**src/rtl/drec_pkg.sv**
```systemverilog
// Shared definitions for the recorder SDRAM bridge: FSM state encoding,
// error-flag bit positions and default bus widths.
package drec_pkg;

  localparam int DEFAULT_AW = 24;
  localparam int DEFAULT_DW = 16;

  // Bit positions inside the sticky err_flags vector
  localparam int ERR_WFIFO_OVF   = 0;
  localparam int ERR_RD_OVERRUN  = 1;
  localparam int ERR_ACK_MISSING = 2;
  localparam int ERR_RD_TIMEOUT  = 3;

  typedef enum logic [2:0] {
    ST_IDLE  = 3'd0,
    ST_WCMD  = 3'd1,
    ST_RCMD  = 3'd2,
    ST_RWAIT = 3'd3,
    ST_RDONE = 3'd4
  } state_e;

endpackage

```
**src/rtl/drec_sync_fifo.sv**
```systemverilog
// Small synchronous FIFO used as the bridge's write buffer.
// Pointers carry one extra wrap bit so full and empty are distinguishable;
// a push while full and a pop while empty are both ignored.
module drec_sync_fifo
  import drec_pkg::*;
#(
  parameter int WIDTH = DEFAULT_AW + DEFAULT_DW,
  parameter int DEPTH = 4
) (
  input  logic             clk_i,
  input  logic             rst_ni,
  input  logic             push_i,
  input  logic [WIDTH-1:0] data_i,
  input  logic             pop_i,
  output logic [WIDTH-1:0] data_o,
  output logic             full_o,
  output logic             empty_o
);

  localparam int PW = $clog2(DEPTH);

  logic [WIDTH-1:0] mem_q [DEPTH];
  logic [PW:0]      wrPtr_q;
  logic [PW:0]      rdPtr_q;
  logic             pushOk;
  logic             popOk;

  assign empty_o = (wrPtr_q == rdPtr_q);
  assign full_o  = (wrPtr_q[PW] != rdPtr_q[PW]) &&
                   (wrPtr_q[PW-1:0] == rdPtr_q[PW-1:0]);
  assign data_o  = mem_q[rdPtr_q[PW-1:0]];
  assign pushOk  = push_i && !full_o;
  assign popOk   = pop_i && !empty_o;

  // Pointer update; both pointers wrap naturally modulo the depth
  always_ff @(posedge clk_i or negedge rst_ni) begin
    if (!rst_ni) begin
      wrPtr_q <= '0;
      rdPtr_q <= '0;
    end else begin
      if (pushOk) wrPtr_q <= wrPtr_q + 1'b1;
      if (popOk)  rdPtr_q <= rdPtr_q + 1'b1;
    end
  end

  // Storage array needs no reset; empty pointers hide stale contents
  always_ff @(posedge clk_i) begin
    if (pushOk) mem_q[wrPtr_q[PW-1:0]] <= data_i;
  end

endmodule

```
**src/rtl/drec_sdram_bridge.sv**
```systemverilog
// Bridge between the recorder controller's request pulses and a single
// SDRAM-core command port. Writes are buffered, reads use a one-entry slot
// and take priority. Optional read timeout is enabled by defining
// DREC_BRIDGE_TIMEOUT_EN; without it RWAIT waits forever and err_flags[3]
// stays 0.
module drec_sdram_bridge
  import drec_pkg::*;
#(
  parameter int AW          = DEFAULT_AW,
  parameter int DW          = DEFAULT_DW,
  parameter int WFIFO_DEPTH = 4,
  parameter int RD_TIMEOUT  = 64
) (
  input  logic          clk_i,
  input  logic          rst_ni,
  input  logic [DW-1:0] wr_data_i,
  input  logic [AW-1:0] wr_addr_i,
  input  logic          wr_enable_i,
  input  logic [AW-1:0] rd_addr_i,
  input  logic          rd_enable_i,
  output logic [DW-1:0] rd_data_o,
  output logic          rd_data_rdy_o,
  input  logic          rd_data_ack_i,
  output logic [AW-1:0] mem_addr_o,
  output logic [DW-1:0] mem_wdata_o,
  output logic          mem_wr_o,
  output logic          mem_rd_o,
  input  logic          mem_busy_i,
  input  logic [DW-1:0] mem_rdata_i,
  input  logic          mem_rd_valid_i,
  output logic [3:0]    err_flags_o
);

  state_e state_q, state_d;

  logic          fifoFull;
  logic          fifoEmpty;
  logic          fifoPop;
  logic [AW-1:0] fifoHeadAddr;
  logic [DW-1:0] fifoHeadData;

  logic          slotValid_q;
  logic [AW-1:0] slotAddr_q;

  logic          captured_q;
  logic          rdTimeout;
  logic          rdCapture;
  logic [DW-1:0] rdData_q;
  logic          rdRdy_q;

  logic          memWr_q, memWr_d;
  logic          memRd_q, memRd_d;
  logic [AW-1:0] memAddr_q, memAddr_d;
  logic [DW-1:0] memWdata_q, memWdata_d;
  logic          memAccept;

  logic [3:0]    err_q;

  assign memAccept = (memWr_q || memRd_q) && !mem_busy_i;
  assign fifoPop   = (state_q == ST_WCMD) && memAccept;

  drec_sync_fifo #(
    .WIDTH (AW + DW),
    .DEPTH (WFIFO_DEPTH)
  ) uWriteFifo (
    .clk_i   (clk_i),
    .rst_ni  (rst_ni),
    .push_i  (wr_enable_i),
    .data_i  ({wr_addr_i, wr_data_i}),
    .pop_i   (fifoPop),
    .data_o  ({fifoHeadAddr, fifoHeadData}),
    .full_o  (fifoFull),
    .empty_o (fifoEmpty)
  );

`ifdef DREC_BRIDGE_TIMEOUT_EN
  localparam int TW = $clog2(RD_TIMEOUT) + 1;
  logic [TW-1:0] tmoCnt_q;

  assign rdTimeout = (state_q == ST_RWAIT) && !captured_q && !mem_rd_valid_i &&
                     (tmoCnt_q == TW'(RD_TIMEOUT - 1));

  // Count RWAIT cycles spent without read data; restarts on every new read
  always_ff @(posedge clk_i or negedge rst_ni) begin
    if (!rst_ni) begin
      tmoCnt_q <= '0;
    end else if (state_q != ST_RWAIT) begin
      tmoCnt_q <= '0;
    end else if (!captured_q && (tmoCnt_q != TW'(RD_TIMEOUT - 1))) begin
      tmoCnt_q <= tmoCnt_q + TW'(1);
    end
  end
`else
  assign rdTimeout = 1'b0;
`endif

  assign rdCapture = (state_q == ST_RWAIT) && !captured_q &&
                     (mem_rd_valid_i || rdTimeout);

  // FSM state register
  always_ff @(posedge clk_i or negedge rst_ni) begin
    if (!rst_ni) state_q <= ST_IDLE;
    else         state_q <= state_d;
  end

  // Next-state: pending read beats buffered writes; RWAIT ends once rdy has pulsed
  always_comb begin
    state_d = state_q;
    case (state_q)
      ST_IDLE: begin
        if (slotValid_q)     state_d = ST_RCMD;
        else if (!fifoEmpty) state_d = ST_WCMD;
      end
      ST_WCMD:  if (memAccept) state_d = ST_IDLE;
      ST_RCMD:  if (memAccept) state_d = ST_RWAIT;
      ST_RWAIT: if (captured_q && rdRdy_q) state_d = ST_RDONE;
      ST_RDONE: state_d = ST_IDLE;
      default:  state_d = ST_IDLE;
    endcase
  end

  // Command outputs: loaded when leaving IDLE, held while busy, cleared on accept
  always_comb begin
    memWr_d    = memWr_q;
    memRd_d    = memRd_q;
    memAddr_d  = memAddr_q;
    memWdata_d = memWdata_q;
    case (state_q)
      ST_IDLE: begin
        if (slotValid_q) begin
          memRd_d   = 1'b1;
          memAddr_d = slotAddr_q;
        end else if (!fifoEmpty) begin
          memWr_d    = 1'b1;
          memAddr_d  = fifoHeadAddr;
          memWdata_d = fifoHeadData;
        end
      end
      ST_WCMD, ST_RCMD: begin
        if (!mem_busy_i) begin
          memWr_d = 1'b0;
          memRd_d = 1'b0;
        end
      end
      default: ;
    endcase
  end

  // Command register bank driving the SDRAM core
  always_ff @(posedge clk_i or negedge rst_ni) begin
    if (!rst_ni) begin
      memWr_q    <= 1'b0;
      memRd_q    <= 1'b0;
      memAddr_q  <= '0;
      memWdata_q <= '0;
    end else begin
      memWr_q    <= memWr_d;
      memRd_q    <= memRd_d;
      memAddr_q  <= memAddr_d;
      memWdata_q <= memWdata_d;
    end
  end

  // Read slot: occupied from request until the RDONE handshake frees it
  always_ff @(posedge clk_i or negedge rst_ni) begin
    if (!rst_ni) begin
      slotValid_q <= 1'b0;
      slotAddr_q  <= '0;
    end else if (state_q == ST_RDONE) begin
      slotValid_q <= 1'b0;
    end else if (rd_enable_i && !slotValid_q) begin
      slotValid_q <= 1'b1;
      slotAddr_q  <= rd_addr_i;
    end
  end

  // Read return: capture data (zero on timeout), then pulse rdy one cycle later
  always_ff @(posedge clk_i or negedge rst_ni) begin
    if (!rst_ni) begin
      captured_q <= 1'b0;
      rdData_q   <= '0;
      rdRdy_q    <= 1'b0;
    end else begin
      if (rdCapture) begin
        captured_q <= 1'b1;
        rdData_q   <= mem_rd_valid_i ? mem_rdata_i : '0;
      end else if (state_q == ST_RDONE) begin
        captured_q <= 1'b0;
      end
      rdRdy_q <= (state_q == ST_RWAIT) && captured_q && !rdRdy_q;
    end
  end

  // Sticky error flags, cleared only by reset
  always_ff @(posedge clk_i or negedge rst_ni) begin
    if (!rst_ni) begin
      err_q <= '0;
    end else begin
      if (wr_enable_i && fifoFull)                  err_q[ERR_WFIFO_OVF]   <= 1'b1;
      if (rd_enable_i && slotValid_q)               err_q[ERR_RD_OVERRUN]  <= 1'b1;
      if ((state_q == ST_RDONE) && !rd_data_ack_i)  err_q[ERR_ACK_MISSING] <= 1'b1;
      if (rdTimeout)                                err_q[ERR_RD_TIMEOUT]  <= 1'b1;
    end
  end

  assign mem_wr_o      = memWr_q;
  assign mem_rd_o      = memRd_q;
  assign mem_addr_o    = memAddr_q;
  assign mem_wdata_o   = memWdata_q;
  assign rd_data_o     = rdData_q;
  assign rd_data_rdy_o = rdRdy_q;
  assign err_flags_o   = err_q;

endmodule

```
**config.mk**
```make
export PLATFORM = sky130hd
export DESIGN_NAME = drec_sdram_bridge
export DESIGN_NICKNAME = d
export VERILOG_FILES = /design/src/rtl/drec_pkg.sv /design/src/rtl/drec_sync_fifo.sv /design/src/rtl/drec_sdram_bridge.sv
export SDC_FILE = /design/constraint.sdc
export NUM_CORES = 1
export LEC_CHECK = 0
export ABC_CLOCK_PERIOD_IN_PS = 3000
export CAP_MARGIN = 20
export CORE_ASPECT_RATIO = 1.25
export CORE_MARGIN = 1
export CORE_UTILIZATION = 55
export CTS_CLUSTER_DIAMETER = 150
export DETAILED_ROUTE_END_ITERATION = 6
export DONT_BUFFER_PORTS = 1
export PLACE_DENSITY = 0.7
export SLEW_MARGIN = 5
export SYNTH_ARGS = -nofsm -noshare
export SYNTH_HDL_FRONTEND = slang
export SYNTH_SLANG_ARGS = --single-unit
```
**constraint.sdc**
```tcl
create_clock -name clk_i -period 3 [get_ports clk_i]
set_input_delay 0.75 -clock clk_i [delete_from_list [all_inputs] [get_ports clk_i]]
set_output_delay 0.75 -clock clk_i [all_outputs]
set_load 0.01 [all_outputs]
```
**Yosys cells after proc, flatten, opt, wreduce, memory -nomap -nowiden**

Memory sizes are Yosys's and may differ from the RTL's.
Index checks and enable logic that the tools add are counted.

- Logic and storage cells: 91
- Bits in writable memories: 160
- Output and inout port bits: 63
- Bits in registers: 97
- Input bits: 87
- Memories kept: 1

- Mux-type cells: 21
- Reductions and logical operators: 33
- Eq/ne operators: 16
- Add/subtract/negate cells: 2
- Bitwise operators: 3

Memories:

| name | depth | bits a word | rd ports | clocked after Yosys merged registers in | write ports | RTL line | text |
|---|---|---|---|---|---|---|---|
| uWriteFifo.mem_q | 4 | 40 | 1 | 0 | 1 | drec_sync_fifo.sv:22 | `logic [WIDTH-1:0] mem_q [DEPTH];` |

Operators with widths:

| operator | count |
|---|---|
| $mux 24 | 2 |
| $mux 16 | 1 |
| $mux 3 | 5 |
| $logic_and 1x1->1 | 14 |
| $ne 2x2->1 const B | 7 |
| $pmux 3 s4 | 1 |
| $mux 1 | 10 |
| $reduce_and 4->1 | 2 |
| $logic_not 1->1 | 7 |
| $add 3x1->3 const B | 2 |
| $eq 3x2->1 const B | 2 |
| $reduce_and 3->1 | 2 |
| $reduce_bool 2->1 | 3 |
| $pmux 1 s2 | 2 |
| $reduce_and 2->1 | 2 |
| $eq 3x1->1 const B | 1 |
| $eq 3x3->1 | 1 |
| $eq 3x3->1 const B | 1 |
| $logic_not 3->1 | 1 |
| $ne 3x3->1 const B | 1 |
| $not 1->1 | 3 |
| $eq 2x2->1 | 1 |
| $ne 2x1->1 const B | 1 |
| $reduce_or 2->1 | 1 |
| other kinds (2) | 2 |

**Longest topological paths before layout**

Gate-level depths: netlist of the first run.

- Depth after elaboration: 6
- Mapped depth: 7
- Depth with buffers taken out: 4

**Hierarchy**

A second synthesis of the first run with hierarchy kept.

- Cell total of the unflattened synthesis: 506
- Area total of the unflattened synthesis: 10,052.1 sq um

Modules (own cells, without submodules):

| module | cells an instance | times used | area an instance (sq um) |
|---|---|---|---|
| drec_sync_fifo | 258 | 1 | 6,282.3 |
| drec_sdram_bridge | 248 | 1 | 3,769.9 |

**Worst setup path before layout of the first run**

No wires, ideal clock.

- Kind: flip-flop to flip-flop
- From: reg uWriteFifo.rdPtr_q[0]
- To: mem uWriteFifo.mem_q[3][0] in the netlist's numbering, enable pin
- Data arrival time: 2.132 ns
- Clock period less this slack: 2.535 ns
- Path slack: 0.465 ns
- Stages on the path, launching flop included: 5
- Path buffers: 1
- Library setup time: 0.403 ns
- Required time: 2.597 ns
- Path through: dfrtp_1 buf_6 xor2_1 o31a_1 and2_1

- Longest elaborated chain between the ends: 6

Ends and longest elaborated chain:

| what | RTL line | text |
|---|---|---|
| start, declared | drec_sync_fifo.sv:24 | `logic [PW:0] rdPtr_q;` |
| start signal, assigned | drec_sync_fifo.sv:42 | `if (popOk) rdPtr_q <= rdPtr_q + 1'b1;` |
| $eq 2x2->1 | drec_sync_fifo.sv:30 | `(wrPtr_q[PW-1:0] == rdPtr_q[PW-1:0]);` |
| $logic_and 1x1->1 | drec_sync_fifo.sv:29 | `assign full_o = (wrPtr_q[PW] != rdPtr_q[PW]) &&` |
| $logic_not 1->1 | drec_sync_fifo.sv:32 | `assign pushOk = push_i && !full_o;` |
| $logic_and 1x1->1 | drec_sync_fifo.sv:32 |  |
| $mux 1 | drec_sync_fifo.sv:48 | `if (pushOk) mem_q[wrPtr_q[PW-1:0]] <= data_i;` |
| $mux 1 (not written as such) | drec_sync_fifo.sv:48 |  |
| end, declared | drec_sync_fifo.sv:22 |  |

Every way passes these cells.

**Final worst setup path of the first run**

- From: reg state_q[1]
- To: reg memAddr_q[21], in the netlist mem_addr_o[21]

- Longest elaborated chain between the ends: 2

Ends and longest elaborated chain:

| what | RTL line | text |
|---|---|---|
| start, declared | drec_sdram_bridge.sv:34 | `state_e state_q, state_d;` |
| start signal, assigned | drec_sdram_bridge.sv:103 | `else state_q <= state_d;` |
| $logic_not 3->1 | drec_sdram_bridge.sv:128 | `case (state_q)` |
| $reduce_and 2->1 (no source line) | -- |  |
| end signal, assigned | drec_sdram_bridge.sv:159 | `memAddr_q <= memAddr_d;` |
| end, declared | drec_sdram_bridge.sv:53 | `logic [AW-1:0] memAddr_q, memAddr_d;` |

Every way passes these cells.
A chain may end at the register's enable or synchronous reset.

==> results of run 1 <==
==> registers in the layout, summed over array words and instances (netlist names) <==
signal              cells
captured_q              1
err_flags_o             3
mem_addr_o             24
mem_rd_o                1
mem_wdata_o            16
mem_wr_o                1
rd_data_o              16
rd_data_rdy_o           1
slotAddr_q             24
slotValid_q             1
state_q                 3
uWriteFifo.mem_q      160
uWriteFifo.rdPtr_q      3
uWriteFifo.wrPtr_q      3
==> cells by family (layout without fill, tap and decap cells) <==
family,count (synthesis),in the layout
DFF,257,257
adders and majority gates,5,5
other,1,1
xor gates and xnor gates,8,8
and+or+nand+nor,101,101
muxes,97,97
buffers and inverters,40,69
AOI/OAI and AO/OA,44,44
==> path summary, 6_finish.rpt <==
kind	from	endpoint	slack [ps]	depth (start not counted)
max in group asynchronous	rst_ni	uWriteFifo.rdPtr_q[0]	2460	1
worst min register to register	slotAddr_q[0]	slotAddr_q[0]	510	1
worst max register to register	state_q[1]	mem_addr_o[21]	740	5
worst max-delay path	state_q[1]	mem_addr_o[21]	740	5
worst min-delay path	rst_ni	mem_addr_o[22]	170	1
min in group clk_i	rd_data_ack_i	err_flags_o[2]	320	1
==> Yosys cell counts (all sizes together) (3+ instances only) <==
library cell and instances:
nor2 5, and2 4, nand2 7, clkbuf 13
o21ai 5, inv 6, ha 5, mux2 57
o22ai 24, mux4 40, buf 21, xor2 6
a21o 3, a21oi 3, edfxtp 160, nor3 74
dfrtp 97
==> per-stage QoR <==
stage / cell area, µm² / setup WS, ps / instances / hold slack, ps / total power [mW]
final: 11120 / 743.1 / 806 / 173.4 / 11.41
after CTS: 11120 / 747.4 / 806 / 176.8 / 11.55
after floorplan: 10050 / 464.9 / 553 / 454.4 / 7.686
after global placement: 10290 / 912.6 / 759 / 456.4 / 8.291
after global routing: 11120 / 528.3 / 806 / 196.7 / 12.00
after detailed placement: 10290 / 750.7 / 759 / 456.4 / 8.450
==> power breakdown <==
part,switching [mW],internal (mW)
Combinational,1.38,1.34
Clock,1.27,1.78
Sequential,0.778,4.86
==> per-layer routing <==
| metal | routed length (µm) | track usage (%) | part of all wire (%) | vias up |
|---|---|---|---|---|
| met2 | 9278 | 34.88 | 50 | 175 |
| li1 | - | - | - | 2183 |
| met3 | 1587 | 6.343 | 8.6 | 25 |
| met5 | 0 | 0 | 0 | - |
| met4 | 305 | 5.633 | 1.7 | 0 |
| met1 | 7208 | 24.07 | 39 | 2525 |
==> layout make-up <==
cell class | count | area, µm² | share of cell area (%)
timing repair buffer | 17 | 160.2 | 1.440
sequential | 257 | 7238 | 65.09
clock inverter | 14 | 123.9 | 1.114
clock buffer | 32 | 681.9 | 6.132
tap | 224 | 280.3 | 2.520
inverter | 6 | 22.52 | 0.2025
multi-input combinational | 256 | 2614 | 23.50
==> timing repair <==
action / in CTS / in global routing
hold endpoints to repair: 97 / 0
endpoints found under the setup margin: 0 / 0
hold buffers: 1 / 0
resized for setup: 0 / 0
==> critical path: stages (launching register included) <==
cell and delay (ps):
sky130_fd_sc_hd__dfrtp_1 530, sky130_fd_sc_hd__nor3_4 290, sky130_fd_sc_hd__buf_4 330, sky130_fd_sc_hd__nand2_1 560
sky130_fd_sc_hd__o22ai_1 330, sky130_fd_sc_hd__nor3_1 80
==> summary.md, run 1 <==
In the layout the commonest cells are 160 x sky130_fd_sc_hd__edfxtp_1, 94 x sky130_fd_sc_hd__dfrtp_1, 73 x sky130_fd_sc_hd__nor3_1. The die span in x came out at 122.9 µm. The adder-cell area share of the yosys netlist is 0.6223%, and the placed wire-length estimate is 11.34 mm. TritonCTS created 25 clock buffers. The routed design has 18.38 mm of wire. The first global-routing pass estimated 28.79 mm of wire.

The number of nets in the layout was 655; the first-iteration detailed-routing DRC count was 297. Sequential cells were found to cover 71.94% of the synthesized design area. In this run the remaining antenna-violating nets after routing total 0.

The tools report the via count of the first global-routing pass as 5412. The total overflow left after global routing is 0. For the cell area after technology mapping, the log shows 10050 µm². The most used flip-flop cell after synthesis is sky130_fd_sc_hd__edfxtp_1. The run gives 18830 µm² as the full die area.

Synthesis handed over a netlist of 553 instances. The tools report the standby leakage power as 3.930 nW. The largest area contributor in the netlist was sky130_fd_sc_hd__edfxtp_1. The tools report the final core utilization as 62.82%. The core region is 17700 µm². The routed layout has 4908 vias. In the final layout, the share of cells above drive strength 1 is 26.98%. The repair_antennas step left the layout with diodes totalling 0. Of all nets on the critical path, the largest fanout is 25.

Fraction of synthesized cell area in xor and xnor cells: 0.6970%. For this design the ratio of total power to cell area is 1026 nW/µm². The library cell used most frequently in the layout, excluding fill and tap cells, is sky130_fd_sc_hd__edfxtp_1.

In the routed layout, each cell is associated on average with a via count of 6.089. The global routing usage summed across all routing layers is 20.19%. The average wire per standard cell came out at 22.80 µm. The initial antenna violation count came out at 0. The number of flops mapped to enable cells by yosys was 160.

After synthesis, the cell types taking the most area are sky130_fd_sc_hd__edfxtp_1 48%, sky130_fd_sc_hd__dfrtp_1 24%, sky130_fd_sc_hd__mux4_2 9.0%. Fill cells in the final layout number 1223. STA classifies the critical path endpoint as a register. After floorplanning, the core was divided into 54 placement rows. Static timing analysis puts the maximum clock frequency at 0.4431 GHz. The synthesized netlist devotes 5.476% of its cell area to simple gates.

Count of state elements after synthesis: 257. The Yosys step of the flow raised 0 warnings. In this run the tool buffered the top-level ports with 0 buffer cells. The post-CTS setup buffer count was 0.

Synthesis instantiated 43 different standard cells from the library. Data arrives at the worst endpoint at 2640 ps. The flow ran to the end, and the final reports show no timing, DRC or antenna violations. The max-slew violation count is 0, and the worst IR drop on VDD is 0.0004754 V. The tools report the largest clock skew in the final design as 10.23 ps. The later pin in the worst-skew pair is clocked with a latency of 510 ps. The maximum level of the CTS H-tree was 1. A synthesized cell averages 18.18 µm². After clock tree synthesis, the clock-pin slew on the worst setup and hold paths is 60 ps. TritonCTS built the clock tree.

For the final count of hold timing violations, the log shows 0. The proportion of register bits with asynchronous set or reset after synthesis is 37.74%. Kind of path behind the tightest hold check: in2async. The proportion of synthesized area in mux cells was 16.13%; the final worst-path cycle share was 75.23%.

Master cell of the clock root buffer: sky130_fd_sc_hd__clkbuf_16. After synthesis, the largest family of logic cells by area is multiplexers. 150 I/O pins were placed. In this run the tightest slew margin relative to its limit is 44.94%.

The synthesized design devotes to its leading area cell type 47.79% of total area. The clock drives 257 sinks. STA puts the critical path data required time at 3390 ps. In the final timing run, aggregate negative setup slack is 0 ps.

The area growth from synthesis to layout is 10.62%. Before antenna repair, the detailed router went through 4 iterations. For the total of endpoints with negative setup slack in the final report, the log shows 0. The tool flagged a number of max-cap violations equal to 0. STA classifies the critical path startpoint as a register. Setup repair after global routing left no endpoint under its margin.

When the netlist entered floorplanning its net count stood at 645. Post-route minimum period: 2257 ps. Synthesized-area fraction occupied by ao, oa, aoi and oai cells: 2.987%. Entering global routing, the biggest net connects 98 pins. The die is 153.2 µm tall. For the pin with the worst max-slew slack, the measured transition is 824.0 ps. In the routed design, unresolved DRC markers number 0.

Initial core utilization: 56.79%. The weighted congestion at the end of routability-driven global placement was 0.7998. Maximum buffer depth of the clock tree: 3. The kind of critical path was reg2reg.
Power figures use the tool's default switching activity.
==> run 2: changes to the inputs <==
--- a/config.mk
+++ b/config.mk
@@ -5,7 +5,7 @@
 export SDC_FILE = /design/constraint.sdc
 export NUM_CORES = 1
 export LEC_CHECK = 0
-export ABC_CLOCK_PERIOD_IN_PS = 3000
+export ABC_CLOCK_PERIOD_IN_PS = 2100
 export CAP_MARGIN = 20
 export CORE_ASPECT_RATIO = 1.25
 export CORE_MARGIN = 1
==> constraint.sdc (replaced) <==
create_clock -name clk_i -period 2.1 [get_ports clk_i]
set_input_delay 0.525 -clock clk_i [delete_from_list [all_inputs] [get_ports clk_i]]
set_output_delay 0.525 -clock clk_i [all_outputs]
set_load 0.01 [all_outputs]
==> run 2 against run 1 <==
The run now ends with hold timing left. Wire length increased by 2.1%. Sequential share of layout area decreased by 1.2 points. Critical path depth decreased by 1. Sequential power increased by 42%. Non-clock buffer count increased by 4. Hold slack got worse by 470 ps. Register-to-register slack got worse by 600 ps. Fmax increased by 15%. Power increased by 47%. Cell count increased by 0.50%. Setup slack got worse by 600 ps. Critical path type unchanged. Largest power group unchanged.
==> summary.md, run 2 (synthesis results as in run 1) <==
Power spread over the standard cell area amounts to 1485 nW/µm². After detailed routing, the number of remaining DRC violations is 0. The logs give 20.60% for the global routing usage summed across all routing layers and 0 for the number of diodes added for antenna fixing. The max-slew violation count came out at 0.

For the first-pass GRT wire length, the log shows 29.31 mm. The master cell of the clock root buffer was sky130_fd_sc_hd__clkbuf_16. The run gives -292.0 ps as the tightest hold margin.

The vertical die dimension was 153.2 µm; the max-slew headroom at the worst pin was 45.04%. Along the worst path, the maximum fanout reaches 21. Max-cap violations in this run came to 0. The run gives 0 as the initial antenna violation count. The highest clock frequency the design can meet is 0.5104 GHz. The first TritonRoute pass finished after 4 iterations.

Count of port buffers added during placement: 0. In the layout the commonest cells are 160 x sky130_fd_sc_hd__edfxtp_1, 94 x sky130_fd_sc_hd__dfrtp_1, 73 x sky130_fd_sc_hd__nor3_1. Setup total negative slack on the finished layout was measured at 0 ps. The critical path data required time was 2320 ps; the transition time of the tightest slew-check pin was 824.4 ps. Switching power total: 4.916 mW.

In the global route stage, met2 resource usage came out at 33.87%. The worst IR drop on VDD is 0.0008363 V, and the post-route minimum period is 1959 ps. The tools report the number of nets in the layout as 659.

Setup repair after global routing left no endpoint under its margin. The worst setup path startpoint is uWriteFifo.rdPtr_q[0]. The non-filler instance count after layout was 810; the share of total power in sequential cells was 47.6%.

The critical path is of the reg2reg type. Wires add up to 18.76 mm. Largest clock skew in the final design: 14.58 ps. The total I/O pin count came out at 150. Of the total power, the share spent switching nets is 29.22%. The register with the most flip-flops in the layout has 160 of them. The floorplan step set the die width to 122.9 µm.

The run gives 249 as the first-iteration detailed-routing DRC count. Relative to the synthesized area, the layout overhead comes to 12.69%. The detailed router placed 4923 vias in this run. The routed via count divided by cell count is 6.078, and the maximum buffer depth of the clock tree is 3. The number of fill cells in the layout was 1196. For this design, the slowest cell found on the critical path is sky130_fd_sc_hd__dfrtp_2. The count of nets left with antenna violations once routing finished came out at 0. The signal on the critical path passes through xor2_2, o31a_1, and2_2, buf_12. Critical path startpoint category: a register.

For this run the aggregate overflow at the end of global routing stands at 0. TritonCTS created 25 clock buffers. Final worst-path cycle share: 93.29%. Of the cells placed in the final design, the portion with a size suffix greater than 1 is 28.50%.

The global-route layer with the greatest usage is met2. The checks that failed: hold timing. Detailed placement ended at an HPWL of 11.82 mm. The average wire per standard cell was 23.16 µm. TritonCTS built the clock tree. The maximum level of the CTS H-tree was 1. At the later pin of the worst-skew pair, clock insertion delay measures 520 ps.

Count of standard-cell rows: 54. In this run the critical register-to-register path is captured at uWriteFifo.mem_q[0][35]. The clock transition at the registers of the reported paths is 60 ps.

Endpoint kind of the worst setup timing path: a register. The worst register-to-register path begins at uWriteFifo.rdPtr_q[0]. Routability-driven placement finished with a final weighted congestion of 0.8250.

The final count of hold timing violations is 97. The floorplan step defined a core boundary enclosing 17700 µm². For this configuration, the core starts out at a cell density of 56.79%. For the worst flop-to-flop path, the logic depth is 4.

The worst setup path endpoint is uWriteFifo.mem_q[0][35]. The standby leakage power is 3.999 nW, and the combinational share of power is 24.5%. For the maximum number of pins on one net before global-route repair, the log shows 98. The most frequent standard cell in the layout excluding fill and tap cells is sky130_fd_sc_hd__edfxtp_1.

Global routing consumed, on the met3 layer, 5.634% of the routing resources. The worst setup slack for register-to-register paths is 140 ps, and the clock share of power is 27.9%. Cell internal power was estimated by the tool at 11.91 mW. The tree built by TritonCTS fans out to 257 sinks. The via count of the first global-routing pass is 5289, and the critical path's largest stage delay is 450 ps. For this run, global-route usage on met1 was measured as 26.54%. In this run, placement finished with an instance count of 764. The flow ran to the end, but the final reports show violations.

The die covers 18830 µm². The tightest min-delay check is of the in2async type. Data on the critical path arrives at its endpoint at 2180 ps. The tools report the total of endpoints with negative setup slack in the final report as 0.
run 2: timing repair:
action,CTS,global route
resized for setup,0,2
hold endpoints to repair,97,97
buffers inserted,0,0
endpoints found under the setup margin,0,49
run 2: layout make-up:
class	count	area [µm²]	share of cell area (%)
Sequential cell	257	7236	63.87
Multi-Input combinational cell	256	2630	23.21
Clock buffer	30	664.4	5.864
Timing Repair Buffer	21	282.8	2.496
Tap cell	224	280.3	2.474
Clock inverter	16	214.0	1.888
Inverter	6	22.52	0.1988
run 2: power by group through the flow:
stage          clock, mW  sequential, mW  combinational, mW
2_1_floorplan          0            7.79               3.18
3_3_place_gp           0            8.00               4.07
3_5_place_dp           0            8.08               4.16
4_1_cts             4.78            8.00               4.19
5_1_grt             4.98            8.16               4.52
6_report            4.69            8.00               4.13
run 2: worst min-delay path by stage:
stage	endpoint	slack, ps	cells after the start
floorplan	captured_q	230	0
global route	mem_wdata_o[15]	-320	0
detailed placement	err_flags_o[2]	230	0
CTS	mem_addr_o[0]	-310	0
finish	state_q[1]	-290	0
global placement	rd_data_rdy_o	230	0
run 2: worst max-delay path, delay by kind of cell, from the launching register on:
kind / cells / cell delay, ps
AO/OA/AOI/OAI: 1 / 330
buffers and inverters: 1 / 220
flip-flops: 1 / 450
AND/OR/NAND/NOR: 1 / 360
XOR/XNOR: 1 / 290
run 2: through the flow:
stage	instance area, µm²	power (mW)	util, %	hold WS (ps)	worst slack (ps)
2_1_floorplan	10060	10.97	-	229.4	2.524
3_3_place_gp	10440	12.06	58.96	232.0	146.6
3_5_place_dp	10440	12.24	58.96	231.9	76.76
4_1_cts	11310	16.96	63.92	-312.4	40.40
5_1_grt	11330	17.67	64.00	-315.6	17.69
6_report	11330	16.82	64.00	-292.0	140.9
run 2: layer usage:
layer,part of all wire (%),wire [µm]
met1,40,7456
met2,49,9156
met3,9.1,1701
met4,2.4,448
met5,0,0
==> patch (settings of run 2) <==
The 5 states of `state_e` get a one-hot encoding in 5 bits.
--- a/src/rtl/drec_pkg.sv
+++ b/src/rtl/drec_pkg.sv
@@ -11,12 +11,12 @@
   localparam int ERR_ACK_MISSING = 2;
   localparam int ERR_RD_TIMEOUT  = 3;
 
-  typedef enum logic [2:0] {
-    ST_IDLE  = 3'd0,
-    ST_WCMD  = 3'd1,
-    ST_RCMD  = 3'd2,
-    ST_RWAIT = 3'd3,
-    ST_RDONE = 3'd4
+  typedef enum logic [4:0] {
+    ST_IDLE  = 5'b00001,
+    ST_WCMD  = 5'b00010,
+    ST_RCMD  = 5'b00100,
+    ST_RWAIT = 5'b01000,
+    ST_RDONE = 5'b10000
   } state_e;
 
 endpackage
Function: no difference found for any inputs over 4 cycles, from zero or initial values and one cycle with rst_ni low; so few cycles prove little.
==> patch against run 2 <==
- the flow still finishes with violations (negative hold slack)
- largest cell class unchanged
- non-clock buffer count fell by 2
- critical path depth did not move
- count of clock-buffer cells in the layout rose by 6
- area after synthesis rose by 1.9%
- sequential cell count rose by 2
- worst setup slack improved by 0.11 ns
- cell count rose by 3.7%
- wire length fell by 2.6%
- worst hold slack got worse by 0.0028 ns
- highest routed layer unchanged
- largest power group unchanged
- total power fell by 13%
- clock skew fell by 0.0024 ns
- global-route usage fell by 1.2 points
- design area rose by 1.6%
==> patch: results (changes against run 2) <==
- First-pass GRT wire length: 28100 µm (-4.1%)
- Maximum fanout encountered on the critical timing path: 11 (-48%)
- Worst hold slack across all endpoints: -0.2948 ns (-0.002836 ns)
- Pin count of the biggest net entering global routing: 100 (+2.0%)
- Total Routing Usage GR: 0.1942 (-0.01174)
- Die footprint: 19180 µm² (+1.8%)
- Violations in the final reports: negative hold slack
- Worst-case clock skew: 0.01215 ns (-0.002432 ns)
- Via count of the first global-routing pass: 5311 (+0.42%)
- Final Hold Vio Count: 99 (+2.1%)
- Worst R2R End: mem_wdata_o[10]
- Setup Slack @ Placement: 0.2129 ns (+0.1361 ns)
- Run status: complete, but fails checks
- Gpl congestion: 0.8391 (+1.7%)
- Wirelength, routed: 18280 µm (-2.6%)
- Share of final-layout standard cells stronger than drive strength 1: 0.3546 (+0.06959)
- Fillers: 1268 (+6.0%)
- Async set-reset flop share out of synthesis: 0.3822 (+0.004807)
- Share of total power consumed by net switching: 0.2457 (-0.04653)
- Total sequential power: 7.36 mW (-8.0%)
- Cell count after placement: 795 (+4.1%)
- Slowest stage cell on the critical path: mux4_2
- Core Footprint: 18170 µm² (+2.6%)
- Kind of cell with the highest combined delay on the critical path: multiplexers
- Vias: 4872 (-1.0%)
- Delay of the slowest cell on the worst path: 0.52 ns (+0.07 ns)
- Clock Power Share: 0.332 (+0.053)
- Ranking of synthesized cells by area: edfxtp_1, dfrtp_1, mux2_2, mux4_2, mux2_4
- Routed length per placed instance: 21.77 µm (-6.0%)
- Maximum vdd drop: 0.8563 mV (+2.4%)
- Data arrival time at the worst-slack endpoint: 2.24 ns (+0.06 ns)
- Setup slack of the most critical reg-to-reg path: 0.25 ns (+0.11 ns)
- Number of nets at the end of the flow: 686 (+4.1%)
- Post-synthesis average cell area: 17.78 µm² (-2.2%)
- Proportion of synthesized chip area in sequential cells: 0.7111 (-0.008261)
- Placed instance area: 10590 µm² (+1.4%)
- Post-Syn Nets: 668 (+3.6%)
## patch: cell count changes in the layout (fill, tap and decap cells not counted), moves of 3 or more
cell        delta
nor3_1        -71
nand2_1        -3
dfrtp_1        +3
a21oi_1       +22
clkbuf_8       +7
and3_1         +3
mux4_2        -24
mux2_1         -6
inv_1         +24
buf_12         -3
clkinvlp_4     -3
mux2_2        +79
## patch: metal layers
| metal | vias up | global-route usage | wire length (µm) |
|---|---|---|---|
| li1 | 2210 | - | - |
| met1 | 2460 | 0.2377 | 7356 |
| met2 | 164 | 0.3210 | 8906 |
| met3 | 38 | 0.06195 | 1516 |
| met4 | 0 | 0.06916 | 505 |
| met5 | - | 0 | 0 |
## patch: cell families (layout without fill, tap and decap cells)
kind of cell,count (synthesis),after routing,share of synthesized area
XOR/XNOR,8,8,0.008308
AO/OA/AOI/OAI,67,67,0.03946
buffers and inverters,57,93,0.02810
other,1,1,0.0003661
flip-flops,259,259,0.7111
AND/OR/NAND/NOR,34,34,0.02223
adder cells (fa/ha/maj),5,5,0.006108
multiplexers,145,145,0.1843
## patch: cell type report
class                   count  area [µm²]  share of cell area
flip-flops and latches    259        7284              0.6329
multi-input cells         260        2676              0.2325
clock buffers              36       778.2             0.06762
well taps                 228       285.3             0.02479
repair buffers             19       230.2             0.02000
clock inverters             9       146.4             0.01272
inverters                  29       108.9            0.009458
## patch: how the worst max path moves through the flow
stage                        endpoint  slack, ns  depth (start not counted)
3_5_place_dp          mem_wdata_o[10]       0.21                          4
2_1_floorplan  uWriteFifo.mem_q[3][0]       0.08                          3
4_1_cts               mem_wdata_o[10]       0.21                          4
6_report              mem_wdata_o[10]       0.25                          4
3_3_place_gp           mem_wdata_o[9]       0.26                          4
5_1_grt        uWriteFifo.mem_q[1][6]       0.12                          4
